$ cat src/rtl/alu_sequencer.sv
// alu_sequencer: execute-stage controller sitting in front of the 8-bit ALU.
// It accepts one 16-bit instruction per handshake and owns a 16x8 register file.
// ALU-class instructions drive the operand and control pins, then write the
// result taken from the shared bus back to rd. Branch instructions sample
// check_branch and request a PC-relative load from fetch.
//
// Ports:
//   clk, rst_n        clock, synchronous active-low reset
//   instr             instruction word
//   instr_valid       producer handshake: instr is valid
//   instr_ready       sequencer handshake: can accept (state IDLE)
//   alu_value1        ALU operand 1 (held between uses)
//   alu_value2        ALU operand 2 (held between uses)
//   alu_operator      ALU operator (held between uses)
//   alu_single        ALU single-operand select (held between uses)
//   alu_cs_in         ALU compute strobe (EXEC)
//   alu_cs_out        ALU result-drive enable (WB)
//   alu_bus           shared result bus
//   alu_check_branch  branch condition from the ALU
//   pc_load           one-cycle pulse: fetch adds pc_offset to PC
//   pc_offset         sign-extended branch offset (held)
//   done              one-cycle pulse: instruction retired
//   dbg_addr          debug register select
//   dbg_data          rf[dbg_addr], combinational
module alu_sequencer #(
    parameter int unsigned NREGS  = 16,
    parameter int unsigned PCW    = 16,
    parameter logic [3:0]  OP_CMP = 4'h7
) (
    input  logic           clk,
    input  logic           rst_n,
    input  logic [15:0]    instr,
    input  logic           instr_valid,
    output logic           instr_ready,
    output logic [7:0]     alu_value1,
    output logic [7:0]     alu_value2,
    output logic [3:0]     alu_operator,
    output logic           alu_single,
    output logic           alu_cs_in,
    output logic           alu_cs_out,
    input  logic [7:0]     alu_bus,
    input  logic           alu_check_branch,
    output logic           pc_load,
    output logic [PCW-1:0] pc_offset,
    output logic           done,
    input  logic [3:0]     dbg_addr,
    output logic [7:0]     dbg_data
);

    typedef enum logic [2:0] {
        IDLE,
        EXEC,
        WB,
        BR,
        RET
    } state_t;

    localparam logic [1:0] CLS_ALU2 = 2'b00;
    localparam logic [1:0] CLS_ALU1 = 2'b01;
    localparam logic [1:0] CLS_BR   = 2'b10;
    localparam logic [1:0] CLS_LI   = 2'b11;

    state_t     state;
    state_t     state_next;
    logic       accept;

    logic [7:0] rf [NREGS];

    // Latched instruction fields; ir_lo carries {rd, rs} or the branch offset.
    logic [1:0] ir_cls;
    logic [3:0] ir_op;
    logic [7:0] ir_lo;
    logic       pc_load_reg;

    // ------------------------------------------------------------------
    // State register
    // ------------------------------------------------------------------
    always_ff @(posedge clk) begin
        if (!rst_n) begin
            state <= IDLE;
        end else begin
            state <= state_next;
        end
    end

    // ------------------------------------------------------------------
    // Next state and strobe outputs
    // ------------------------------------------------------------------
    always_comb begin
        state_next  = state;
        instr_ready = 1'b0;
        accept      = 1'b0;
        alu_cs_in   = 1'b0;
        alu_cs_out  = 1'b0;
        pc_load     = 1'b0;
        done        = 1'b0;
        unique case (state)
            IDLE: begin
                instr_ready = 1'b1;
                if (instr_valid) begin
                    accept = 1'b1;
                    unique case (instr[15:14])
                        CLS_ALU2, CLS_ALU1: state_next = EXEC;
                        CLS_BR:             state_next = BR;
                        CLS_LI:             state_next = RET;
                        default:            state_next = IDLE;
                    endcase
                end
            end
            EXEC: begin
                alu_cs_in  = 1'b1;
                state_next = WB;
            end
            WB: begin
                alu_cs_out = 1'b1;
                state_next = RET;
            end
            BR: begin
                state_next = RET;
            end
            RET: begin
                done       = 1'b1;
                pc_load    = pc_load_reg;
                state_next = IDLE;
            end
            default: state_next = IDLE;
        endcase
    end

    // ------------------------------------------------------------------
    // Datapath: instruction register, register file, held ALU pins
    // ------------------------------------------------------------------
    // Operands are loaded at the accept edge so they are already stable on the
    // pins during EXEC; no rf write can occur between accept and EXEC for an
    // ALU-class instruction, so this equals reading rf during EXEC.
    always_ff @(posedge clk) begin
        if (!rst_n) begin
            rf           <= '{default: '0};
            ir_cls       <= '0;
            ir_op        <= '0;
            ir_lo        <= '0;
            pc_load_reg  <= 1'b0;
            alu_value1   <= '0;
            alu_value2   <= '0;
            alu_operator <= '0;
            alu_single   <= 1'b0;
            pc_offset    <= '0;
        end else begin
            if (accept) begin
                ir_cls      <= instr[15:14];
                ir_op       <= instr[13:10];
                ir_lo       <= instr[7:0];
                // Cleared so a stale branch result never pulses pc_load in RET.
                pc_load_reg <= 1'b0;
                unique case (instr[15:14])
                    CLS_ALU2: begin
                        alu_value1   <= rf[instr[7:4]];
                        alu_value2   <= rf[instr[3:0]];
                        alu_operator <= instr[13:10];
                        alu_single   <= 1'b0;
                    end
                    CLS_ALU1: begin
                        alu_value1   <= rf[instr[7:4]];
                        alu_value2   <= '0;
                        alu_operator <= instr[13:10];
                        alu_single   <= 1'b1;
                    end
                    CLS_BR: begin
                        alu_operator <= instr[13:10];
                    end
                    CLS_LI: begin
                        rf[instr[11:8]] <= instr[7:0];
                    end
                    default: ;
                endcase
            end

            // Compare results only set ALU flags; they never reach the rf.
            if (state == WB && !(ir_cls == CLS_ALU2 && ir_op == OP_CMP)) begin
                rf[ir_lo[7:4]] <= alu_bus;
            end

            if (state == BR) begin
                pc_load_reg <= alu_check_branch;
                pc_offset   <= {{(PCW-8){ir_lo[7]}}, ir_lo};
            end
        end
    end

    assign dbg_data = rf[dbg_addr];

endmodule

$ cat config.mk
export PLATFORM = sky130hd
export DESIGN_NAME = alu_sequencer
export DESIGN_NICKNAME = d
export VERILOG_FILES = /design/src/rtl/alu_sequencer.sv
export SDC_FILE = /design/constraint.sdc
export NUM_CORES = 1
export LEC_CHECK = 0
export BUFFER_PORTS_ARGS = -buffer_cell sky130_fd_sc_hd__buf_2
export CORE_MARGIN = 8
export CORE_UTILIZATION = 59
export DETAILED_ROUTE_END_ITERATION = 16
export PLACE_DENSITY_LB_ADDON = 0.08
export SYNTH_ARGS = -nofsm -noshare
export SYNTH_HDL_FRONTEND = slang
export SYNTH_SLANG_ARGS = --single-unit
$ cat constraint.sdc
create_clock -name clk -period 5.3 [get_ports clk]
set_input_delay 0.795 -clock clk [delete_from_list [all_inputs] [get_ports clk]]
set_output_delay 0.795 -clock clk [all_outputs]
set_load 0.01 [all_outputs]
==> reports/summary.json <==
{
  "synth.distinct_cells": {"value": 57},
  "critical_path_type": {"value": "primary input to output pin"},
  "synth_edf_count": {"value": 0},
  "fin_skew": {"value": 0.00855, "unit": "ns"},
  "finalSetupViolCount": {"value": 0},
  "final_layout_size_suffix_gt1_share": {"value": 23.2, "unit": "%"},
  "synthAdderAreaFrac": {"value": 0, "unit": "%"},
  "number_of_buffers_added_on_ports": {"value": 81},
  "max_cap_violations": {"value": 0},
  "cts_hold_buffers": {"value": 0},
  "tritoncts": {"value": "yes"},
  "hold_path_depth": {"value": 1},
  "arrival_worst_endpoint": {"value": 2.95, "unit": "ns"},
  "grt_start_max_net_pins": {"value": 54},
  "finalInstanceArea": {"value": 11600, "unit": "µm²"},
  "timing.hold.worst_endpoint": {"value": "alu_value1[4]$_SDFFE_PN0P_"},
  "ios": {"value": 82},
  "synth_simple_gate_area_share": {"value": 14.0, "unit": "%"},
  "placement.cell_area": {"value": 11100, "unit": "µm²"},
  "hold_path.startpoint": {"value": "alu_value1[4]$_SDFFE_PN0P_"},
  "most_flops_register": {"value": "rf"},
  "post_cts.resized_instances": {"value": 0},
  "post-route-period-util": {"value": 70.7, "unit": "%"},
  "synth.area.mux_share": {"value": 28.9, "unit": "%"},
  "drt-pass1-iter-count": {"value": 6},
  "drtAntennaViolNets": {"value": 0},
  "critPathRequiredTime": {"value": 4.51, "unit": "ns"},
  "synth_top_family_by_area": {"value": "multiplexers"},
  "wl": {"value": 39800, "unit": "µm"},
  "max-vdd-ir-drop": {"value": 234, "unit": "µV"},
  "drt_iter0_drc": {"value": 1655},
  "finalNonFillerCells": {"value": 1341},
  "power.density": {"value": 251, "unit": "nW/µm²"},
  "overflow_left_after_global_routing": {"value": 0},
  "finalWorstPathRequiredPeriod": {"value": 3.75, "unit": "ns"},
  "cp-start-kind": {"value": "primary input"},
  "flip_flop_count_of_the_largest_register_after_layout": {"value": 128},
  "synthesis.area_per_instance": {"value": 9.67, "unit": "µm²"},
  "netSwitchingFraction": {"value": 28.6, "unit": "%"},
  "power.share.sequential": {"value": 46.7, "unit": "%"},
  "path_clk_slew": {"value": 0.07, "unit": "ns"},
  "max_clock_freq": {"value": 267, "unit": "MHz"},
  "synthesis.instances": {"value": 1103},
  "ys_async_sr_fraction": {"value": 0, "unit": "%"},
  "outcome": {"value": "finished, final reports clean"},
  "number_of_global_route_vias_before_repair": {"value": 9479},
  "reg2reg_from": {"value": "state[2]$_SDFFE_PN0P_"},
  "slew_headroom": {"value": 19.2, "unit": "%"},
  "synth-main-ff-cell": {"value": "dfxtp_1"},
  "power.combinational.fraction": {"value": 11.8, "unit": "%"},
  "routedWlPerCell": {"value": 29.7, "unit": "µm"},
  "report.final.slew_viol_count": {"value": 0},
  "p_clk_share": {"value": 41.5, "unit": "%"},
  "synth_xor_area_share": {"value": 0, "unit": "%"},
  "insertion_delay": {"value": 0.44, "unit": "ns"},
  "n_fill_cell": {"value": 1455},
  "crit_start": {"value": "dbg_addr[0]"},
  "clkSinkCount": {"value": 175},
  "dp.final_hpwl": {"value": 26400, "unit": "µm"},
  "synth.yosys.seq_area_share": {"value": 32.8, "unit": "%"},
  "drc_errors": {"value": 0},
  "place_inst": {"value": 1309},
  "dpl_worst_slack": {"value": 1.51, "unit": "ns"},
  "detail_route.vias_per_cell": {"value": 7.52},
  "worstSetupEndpointType": {"value": "output pin"},
  "final-hold-violation-count": {"value": 0},
  "synthesized_area_fraction_occupied_by_ao_oa_aoi_and_oai_cells": {"value": 19.0, "unit": "%"},
  "synth_area": {"value": 10700, "unit": "µm²"},
  "power.net_switching": {"value": 0.835, "unit": "mW"},
  "initial_core_util": {"value": 59.8, "unit": "%"},
  "fp.dieArea": {"value": 22600, "unit": "µm²"},
  "regToRegEndpoint": {"value": "rf[69]$_SDFF_PN0_"},
  "die_height": {"value": 150, "unit": "µm"},
  "diodes": {"value": 0},
  "worst-path-max-fanout": {"value": 32},
  "rows": {"value": 49},
  "syn_nets": {"value": 1135},
  "setup.reg_to_reg.worst_slack": {"value": 2.14, "unit": "ns"},
  "clock_tree.htree_level_count": {"value": 4},
  "worst_hold_path_type": {"value": "flip-flop to flip-flop"},
  "synthesis.yosys.warnings": {"value": 0},
  "setup_ws": {"value": 1.55, "unit": "ns"},
  "core-area": {"value": 17800, "unit": "µm²"},
  "grt_util_all_layers": {"value": 35.7, "unit": "%"},
  "power_leakage": {"value": 4.17, "unit": "nW"},
  "antenna_found_initial": {"value": 0},
  "internal_portion_of_total_power": {"value": 2.08, "unit": "mW"},
  "cts_buf_count": {"value": 17},
  "syn2layout_area_growth": {"value": 8.82, "unit": "%"},
  "detailroute.via_count": {"value": 10100},
  "clock_tree.buffer_depth": {"value": 2},
  "gpl.final_weighted_congestion": {"value": 0.952},
  "grt_first_pass_wirelength": {"value": 60000, "unit": "µm"},
  "finish.net_count": {"value": 1131},
  "post_cts_setup_buffers": {"value": 0},
  "rsz_0062_raised_after_global_routing": {"value": "no"},
  "ctsRootBufferMaster": {"value": "clkbuf_16"},
  "fin_setup_tns": {"value": 0, "unit": "ns"},
  "power.total": {"value": 2.92, "unit": "mW"},
  "worst-slew-pin-transition": {"value": 1.21, "unit": "ns"},
  "die_w": {"value": 150, "unit": "µm"},
  "depth_of_the_worst_register_to_register_path": {"value": 4},
  "yosys_register_bits": {"value": 175}
}
==> per-layer routing <==
metal | global-route usage, % | part of all wire [%] | vias to the layer above
li1 | - | - | 4282
met1 | 46.8 | 36 | 4866
met2 | 51.8 | 44 | 784
met3 | 10.9 | 15 | 153
met4 | 19.5 | 5.4 | 0
met5 | 0 | 0 | -
==> critical path, cell delays in order <==
cell and delay (ns):
buf_2 0.82, mux4_2 0.60, mux4_2 0.53, buf_2 0.17
==> layout by cell type, fill, tap and decap left out, types with 8 or more instances in the layout <==
| cell type | n |
|---|---|
| a221oi_1 | 39 |
| mux2i_1 | 75 |
| buf_2 | 81 |
| o2111ai_1 | 8 |
| nor2b_1 | 9 |
| nand2_1 | 125 |
| mux4_2 | 103 |
| a21o_1 | 8 |
| a2bb2oi_1 | 8 |
| nand2b_1 | 25 |
| clkbuf_16 | 17 |
| nor2_1 | 34 |
| dfxtp_1 | 175 |
| nand3_1 | 47 |
| a31oi_1 | 75 |
| buf_4 | 22 |
| nand4_1 | 15 |
| and2_1 | 8 |
| a21oi_1 | 54 |
| o21ai_0 | 90 |
==> cells in the mapped netlist (3+ instances only) <==
cell type | n | area, µm²
a31oi_1 | 75 | 469
a221oi_1 | 39 | 342
a21oi_1 | 54 | 270
a211oi_1 | 4 | 30.0
buf_1 | 14 | 52.6
nand2b_1 | 25 | 156
nand4_1 | 15 | 93.8
o2111ai_1 | 12 | 105
nand3_1 | 47 | 235
nor2b_1 | 10 | 62.6
dfxtp_1 | 175 | 3500
nor3b_1 | 3 | 22.5
and3_1 | 6 | 37.5
a22oi_1 | 6 | 45.0
nor3_1 | 5 | 25.0
buf_4 | 9 | 67.6
nor4_4 | 3 | 63.8
and2_1 | 8 | 50.1
o21ai_0 | 90 | 450
inv_1 | 5 | 18.8
nor2_1 | 34 | 128
buf_2 | 6 | 30.0
nand2_1 | 125 | 469
o22ai_1 | 7 | 43.8
clkbuf_1 | 95 | 357
mux4_2 | 103 | 2320
a2bb2oi_1 | 8 | 70.1
a21o_1 | 8 | 60.1
nand3b_1 | 3 | 22.5
mux2i_1 | 75 | 751
==> worst max-delay path by stage <==
stage	endpoint	cells past startpoint
2_1_floorplan	dbg_data[7]	4
3_3_place_gp	dbg_data[3]	4
3_5_place_dp	dbg_data[3]	4
4_1_cts	dbg_data[3]	4
5_1_grt	dbg_data[3]	4
6_report	dbg_data[3]	4
==> stage by stage <==
stage          util (%)  hold slack (ns)
2_1_floorplan         -            0.436
3_3_place_gp       61.9            0.429
3_5_place_dp       61.9            0.434
4_1_cts            65.1            0.450
5_1_grt            65.1            0.464
6_report           65.1            0.449
==> cell type report <==
type	instances	area (µm²)	share of cell area, %
inverter	7	26.3	0.226
multi-input combinational	795	6670	57.4
sequential	175	3500	30.2
clock buffer	19	453	3.90
clock inverter	13	104	0.895
timing repair buffer	103	571	4.91
tap	229	287	2.47
==> power by group through the flow <==
| stage | combinational [mW] | clock (mW) | sequential (mW) |
|---|---|---|---|
| 2_1_floorplan | 0.241 | 0 | 1.38 |
| 3_3_place_gp | 0.329 | 0 | 1.39 |
| 3_5_place_dp | 0.335 | 0 | 1.39 |
| 4_1_cts | 0.336 | 1.21 | 1.36 |
| 5_1_grt | 0.365 | 1.26 | 1.37 |
| 6_report | 0.344 | 1.21 | 1.36 |
==> cell families (layout without fill, tap and decap cells) <==
family,count (synthesis),count (layout)
AOI/OAI and AO/OA,318,318
buffers and inverters,133,142
DFF,175,175
muxes,179,179
and+or+nand+nor,298,298
Note: power is estimated with default switching activity, not from simulation.
